**src/rtl/pc_sequencer_if.sv**
```systemverilog
// Bundle between the control decoder / datapath (master) and the next-PC stage (slave).
// Carries branch/jump strobes, operands and the PC, flag and link results.
interface pc_sequencer_if;
    logic        stall;
    logic        branch;
    logic        baln;
    logic        bgtzal;
    logic        jrsal;
    logic        jmnor;
    logic        zero;
    logic        alu_neg;
    logic        flag_we;
    logic [31:0] rs_data;
    logic [31:0] imm_ext;
    logic [31:0] jmnor_target;
    logic [31:0] pc;
    logic [31:0] pc_plus4;
    logic        nsignal_q;
    logic        link_we;
    logic [31:0] link_data;
    logic [2:0]  pc_src;
    logic [31:0] instr_count;

    modport master (
        output stall, branch, baln, bgtzal, jrsal, jmnor, zero, alu_neg, flag_we,
               rs_data, imm_ext, jmnor_target,
        input  pc, pc_plus4, nsignal_q, link_we, link_data, pc_src, instr_count
    );

    modport slave (
        input  stall, branch, baln, bgtzal, jrsal, jmnor, zero, alu_neg, flag_we,
               rs_data, imm_ext, jmnor_target,
        output pc, pc_plus4, nsignal_q, link_we, link_data, pc_src, instr_count
    );
endinterface

```
**src/rtl/pc_sequencer.sv**
```systemverilog
// Next-PC and N-flag stage: selects the next PC from the decoded branch/jump strobes,
// holds PC, N flag and retired-cycle counter, and generates the $31 link write.
module pc_sequencer #(
    parameter logic [31:0] RESET_PC = 32'h0000_0000
) (
    input  logic          clk,
    input  logic          reset,
    pc_sequencer_if.slave bus
);
    localparam int DATA_W = 32;

    typedef enum logic [2:0] {
        SRC_SEQ    = 3'd0,
        SRC_BRANCH = 3'd1,
        SRC_BALN   = 3'd2,
        SRC_BGTZAL = 3'd3,
        SRC_JRSAL  = 3'd4,
        SRC_JMNOR  = 3'd5
    } src_e;

    logic [DATA_W-1:0]        pc_q;
    logic                     n_q;
    logic [DATA_W-1:0]        cnt_q;
    logic [DATA_W-1:0]        pc_plus4;
    logic [DATA_W-1:0]        btarget;
    logic [DATA_W-1:0]        next_pc;
    logic signed [DATA_W-1:0] rs_s;
    logic                     rs_pos;
    src_e                     win;
    logic                     win_taken;
    src_e                     src;

    assign pc_plus4 = pc_q + 32'd4;
    assign btarget  = pc_plus4 + {bus.imm_ext[DATA_W-3:0], 2'b00};
    assign rs_s     = bus.rs_data;
    assign rs_pos   = rs_s > 0;

    // Only the highest-priority strobe is considered; if it is not taken we
    // fall through to sequential rather than trying a lower-priority source.
    always_comb begin
        win       = SRC_SEQ;
        win_taken = 1'b0;
        if (bus.jmnor) begin
            win       = SRC_JMNOR;
            win_taken = 1'b1;
        end else if (bus.jrsal) begin
            win       = SRC_JRSAL;
            win_taken = 1'b1;
        end else if (bus.baln) begin
            win       = SRC_BALN;
            win_taken = n_q;
        end else if (bus.bgtzal) begin
            win       = SRC_BGTZAL;
            win_taken = rs_pos;
        end else if (bus.branch) begin
            win       = SRC_BRANCH;
            win_taken = bus.zero;
        end
        src = win_taken ? win : SRC_SEQ;
    end

    always_comb begin
        next_pc = pc_plus4;
        case (src)
            SRC_BRANCH, SRC_BALN, SRC_BGTZAL: next_pc = btarget;
            SRC_JRSAL:                        next_pc = {bus.rs_data[DATA_W-1:2], 2'b00};
            SRC_JMNOR:                        next_pc = {bus.jmnor_target[DATA_W-1:2], 2'b00};
            default:                          next_pc = pc_plus4;
        endcase
    end

    // State registers; baln above reads n_q before this edge updates it.
    always_ff @(posedge clk or posedge reset) begin
        if (reset) begin
            pc_q  <= RESET_PC;
            n_q   <= 1'b0;
            cnt_q <= '0;
        end else if (!bus.stall) begin
            pc_q  <= next_pc;
            cnt_q <= cnt_q + 32'd1;
            if (bus.flag_we) begin
                n_q <= bus.alu_neg;
            end
        end
    end

    assign bus.pc          = pc_q;
    assign bus.pc_plus4    = pc_plus4;
    assign bus.nsignal_q   = n_q;
    assign bus.instr_count = cnt_q;
    assign bus.pc_src      = src;
    assign bus.link_data   = pc_plus4;
    assign bus.link_we     = !bus.stall && !reset &&
                             (src == SRC_JRSAL || src == SRC_BALN || src == SRC_BGTZAL);
endmodule

```
**src/flat_wrapper.sv**
```systemverilog
// flat-port wrapper written by rule: the top's interface ports become plain ports
module pc_sequencer_flat 
#(
    parameter logic [31:0] RESET_PC = 32'h0000_0000
)
  (clk, reset, bus_stall, bus_branch, bus_baln, bus_bgtzal, bus_jrsal, bus_jmnor, bus_zero, bus_alu_neg, bus_flag_we, bus_rs_data, bus_imm_ext, bus_jmnor_target, bus_pc, bus_pc_plus4, bus_nsignal_q, bus_link_we, bus_link_data, bus_pc_src, bus_instr_count);
  pc_sequencer_if bus_i ();
  input  logic clk;
  input  logic reset;
  input wire logic [$bits(bus_i.stall)-1:0] bus_stall;
  input wire logic [$bits(bus_i.branch)-1:0] bus_branch;
  input wire logic [$bits(bus_i.baln)-1:0] bus_baln;
  input wire logic [$bits(bus_i.bgtzal)-1:0] bus_bgtzal;
  input wire logic [$bits(bus_i.jrsal)-1:0] bus_jrsal;
  input wire logic [$bits(bus_i.jmnor)-1:0] bus_jmnor;
  input wire logic [$bits(bus_i.zero)-1:0] bus_zero;
  input wire logic [$bits(bus_i.alu_neg)-1:0] bus_alu_neg;
  input wire logic [$bits(bus_i.flag_we)-1:0] bus_flag_we;
  input wire logic [$bits(bus_i.rs_data)-1:0] bus_rs_data;
  input wire logic [$bits(bus_i.imm_ext)-1:0] bus_imm_ext;
  input wire logic [$bits(bus_i.jmnor_target)-1:0] bus_jmnor_target;
  output wire logic [$bits(bus_i.pc)-1:0] bus_pc;
  output wire logic [$bits(bus_i.pc_plus4)-1:0] bus_pc_plus4;
  output wire logic [$bits(bus_i.nsignal_q)-1:0] bus_nsignal_q;
  output wire logic [$bits(bus_i.link_we)-1:0] bus_link_we;
  output wire logic [$bits(bus_i.link_data)-1:0] bus_link_data;
  output wire logic [$bits(bus_i.pc_src)-1:0] bus_pc_src;
  output wire logic [$bits(bus_i.instr_count)-1:0] bus_instr_count;
  assign bus_i.stall = bus_stall;
  assign bus_i.branch = bus_branch;
  assign bus_i.baln = bus_baln;
  assign bus_i.bgtzal = bus_bgtzal;
  assign bus_i.jrsal = bus_jrsal;
  assign bus_i.jmnor = bus_jmnor;
  assign bus_i.zero = bus_zero;
  assign bus_i.alu_neg = bus_alu_neg;
  assign bus_i.flag_we = bus_flag_we;
  assign bus_i.rs_data = bus_rs_data;
  assign bus_i.imm_ext = bus_imm_ext;
  assign bus_i.jmnor_target = bus_jmnor_target;
  assign bus_pc = bus_i.pc;
  assign bus_pc_plus4 = bus_i.pc_plus4;
  assign bus_nsignal_q = bus_i.nsignal_q;
  assign bus_link_we = bus_i.link_we;
  assign bus_link_data = bus_i.link_data;
  assign bus_pc_src = bus_i.pc_src;
  assign bus_instr_count = bus_i.instr_count;
  pc_sequencer #(.RESET_PC(RESET_PC)) u_core (.clk(clk), .reset(reset), .bus(bus_i));
endmodule
```
**config.mk**
```make
export PLATFORM = sky130hd
export DESIGN_NAME = pc_sequencer_flat
export DESIGN_NICKNAME = d
export VERILOG_FILES = /design/src/rtl/pc_sequencer_if.sv /design/src/rtl/pc_sequencer.sv /design/src/flat_wrapper.sv
export SDC_FILE = /design/constraint.sdc
export NUM_CORES = 1
export LEC_CHECK = 0
export ABC_AREA = 0
export CORE_MARGIN = 4
export CORE_UTILIZATION = 48
export DETAILED_ROUTE_END_ITERATION = 12
export PLACE_DENSITY_LB_ADDON = 0.12
export SYNTH_ARGS = -nofsm -noshare
export SYNTH_HDL_FRONTEND = slang
export SYNTH_SLANG_ARGS = --single-unit
```
**constraint.sdc**
```tcl
create_clock -name clk -period 11.9 [get_ports clk]
set_input_delay 1.785 -clock clk [delete_from_list [all_inputs] [get_ports clk]]
set_output_delay 1.785 -clock clk [all_outputs]
set_load 0.005 [all_outputs]
```
==> results.tsv <==
stage	metric	value	unit
global_routing	antenna violations before repair	0	
power_and_ir_drop	leakage power	3.51	nW
routing	Via-to-Cell Ratio	6.14	
routing	met3 wire len	1950	um
floorplanning	# rows	40	
power_and_ir_drop	VDD IR max	0.0806	mV
global_routing	gr usage total	0.324	
placement	pre-CTS WS	5.34	ns
sta	skew final	0.00584	ns
yosys	commonest cells in the netlist	nand2_1, dfrtp_1, nor2_1	
routing	DRT iter0 DRCs	705	
cells_and_area	fraction of layout cells with a size suffix above 1	0.0464	
cells_and_area	Finished Core Util	0.704	
yosys	ys flop type	dfrtp_1	
clock_network	Num CTS Buffers	9	
placement	Port Buf Inserts	229	
sta	WHS	0.490	ns
routing	remaining antenna violation count	0	
critical_path	Arr. time, crit path	4.78	ns
yosys	Yosys top cell area share	0.261	
sta	Setup WS post-layout	5.33	ns
sta	final worst path period share	0.552	
sta	setup TNS	0	ns
outcome	status	finished, final reports clean	
yosys	cells after synthesis	755	
sta	Final min period	6.57	ns
routing	via count	6860	
placement	DP HPWL	17900	um
cells_and_area	non-filler cells, final	1117	
floorplanning	Starting Density	0.496	
floorplanning	die outline width	120	um
cells_and_area	fillers	983	
floorplanning	I/O pin count	240	
clock_network	CTS H-Tree Depth	3	
cells_and_area	register area	0.00158	mm^2
routing	top layer in use	met4	
sta	final setup vio count	0	
routing	DR WL/cell	21.4	um
routing	Post-route DRC	0	
floorplanning	Core Region	0.0122	mm^2
cells_and_area	final net count	1086	
clock_network	clk_lat worst skew	0.35	ns
cells_and_area	Layout area overhead	41.8	%
global_routing	Overflow after GRT	0	
critical_path	WS Path Type	in2out	
sta	max-slew violation count	0	
power_and_ir_drop	pwr/cell area	137	mW/mm^2
routing	wl on met1	9590	um
placement	gp weighted congestion	0.970	
sta	fmax	152	MHz
critical_path	worst reg-to-reg path cell count	14	
clock_network	Root Driver	clkbuf_16	
yosys	Yosys top cell by area	dfrtp_1	
clock_network	Clock Path Buffers	2	
yosys	Synth async-reset ratio	1.00	
critical_path	CP required	10.12	ns
global_routing	first-pass GRT wire length	36800	um
sta	RSZ-0062 raised after global routing	no	
floorplanning	die area	0.0144	mm^2
yosys	Cell variety after synth	75	
global_routing	largest net degree at the start of global routing	64	
min_path	hold path depth	1	
sta	Slew Limit Headroom	0.285	
clock_network	CTS resizes	0	
cells_and_area	area of the multi-input gates	0.00399	mm^2
clock_network	CTS Sinks	63	
yosys	top post-synthesis cells by area	dfrtp_1, ha_1, xnor2_1	
yosys	Syn Area/Cell	7.99	um^2
critical_path	CP endpoint kind	output port	
yosys	post-synthesis sequential area ratio	0.261	
routing	routed wire length	23900	um
sta	Final Hold Fails	0	
job	max-cap violations	0	
yosys	Synth Cell Area	0.00603	mm^2
min_path	Hold WC Path Type	reg2reg	
global_routing	vias in the first global route	6916	
critical_path	Critical Path Start Type	input port	
floorplanning	die span in y	120	um
clock_network	CTS tree	built	
critical_path	crit-path max FO	17	
clock_network	setup bufs post-CTS	0	
yosys	most instantiated library cell after synthesis	nand2_1	
placement	Placed Cells	1101	
yosys	Post-synth EDFFs	0	
routing	Initial DRT Pass Iterations	6	
cells_and_area	Antenna Diode Count	0	
routing	wire length on met2	11500	um
yosys	Yosys reg bits	63	
sta	worst-margin pin slew	1.07	ns
clock_network	Hold-fix buffers, CTS	0	
yosys	YS warnings	0	
clock_network	clock-pin transition on the worst setup and hold timing paths	0.06	ns
[per-layer routing]
metal | up-vias | GRT usage
met1 | 3270 | 0.405
li1 | 3116 | -
met5 | - | 0
met4 | 0 | 0.146
met2 | 406 | 0.542
met3 | 68 | 0.0608
[registers in the layout, indices dropped and copies added (netlist names)]
| name | count |
|---|---|
| u_core.bus.nsignal_q | 1 |
| u_core.bus.pc | 30 |
| u_core.bus.instr_count | 32 |
[placed cells by master (no fill, tap or decap), types with 6 or more instances in the layout]
cell type	count
nand3_1	26
a211oi_1	8
buf_4	8
o21a_1	7
inv_1	26
dfrtp_1	63
conb_1	6
a21o_1	10
o211ai_1	13
nand2_1	76
nor2_1	55
and4_1	6
a31oi_1	11
nand4_1	19
and2_1	7
nor3_1	22
and3_1	26
nor4_1	13
a21oi_1	52
o21ai_0	42
ha_1	34
xor2_1	23
clkdlybuf4s50_1	228
a221oi_1	8
xnor2_1	48
clkbuf_16	9
[final timing paths]
path	from	endpoint	slack [ns]
setup / recovery	bus_rs_data[0]	bus_link_we	5.33
hold / removal	u_core.bus.instr_count[31]	u_core.bus.instr_count[31]	0.49
setup reg to reg	u_core.bus.pc[4]	u_core.bus.pc[31]	7.05
hold reg to reg	u_core.bus.instr_count[31]	u_core.bus.instr_count[31]	0.49
max in group asynchronous	reset	u_core.bus.pc[27]	9.27
min in group asynchronous	reset	u_core.bus.instr_count[20]	2.04
[layout make-up]
type	instances	share of cell area
well taps	168	0.0246
clock inverters	7	0.0120
clock buffers	9	0.0263
inverters	29	0.0127
flip-flops and latches	63	0.184
repair buffers	237	0.274
multi-input cells	604	0.466
[critical path: stages]
cell and delay (ns):
clkdlybuf4s50_1 0.42, nor4_1 0.50, nand4_1 0.28, o211ai_1 0.27, nand4_1 0.12, buf_4 0.22
nand2_1 0.37, nor2_1 0.12, a21oi_1 0.16, nor3_1 0.07, clkdlybuf4s50_1 0.47
[through the flow]
stage          power, W  area [um^2]
6_report        0.00117         8560
5_1_grt         0.00123         8560
4_1_cts         0.00116         8560
3_3_place_gp   0.000842         8230
2_1_floorplan  0.000612         6050
3_5_place_dp   0.000853         8230
[cell families after synthesis]
| kind of cell | share of synthesized area |
|---|---|
| adders and majority gates | 0.0738 |
| other | 0.000621 |
| xor gates and xnor gates | 0.108 |
| DFF | 0.261 |
| muxes | 0.0104 |
| buffers and inverters | 0.0813 |
| AOI/OAI and AO/OA | 0.227 |
| and+or+nand+nor | 0.238 |
[where the power goes]
part / internal, W / total [W] / switching (W) / leakage (nW)
clock: 0.000187 / 0.000303 / 0.000117 / 0.157
sequential: 0.000244 / 0.000296 / 0.0000517 / 0.785
combinational: 0.000294 / 0.000569 / 0.000276 / 2.57
Power figures use the tool's default switching activity.
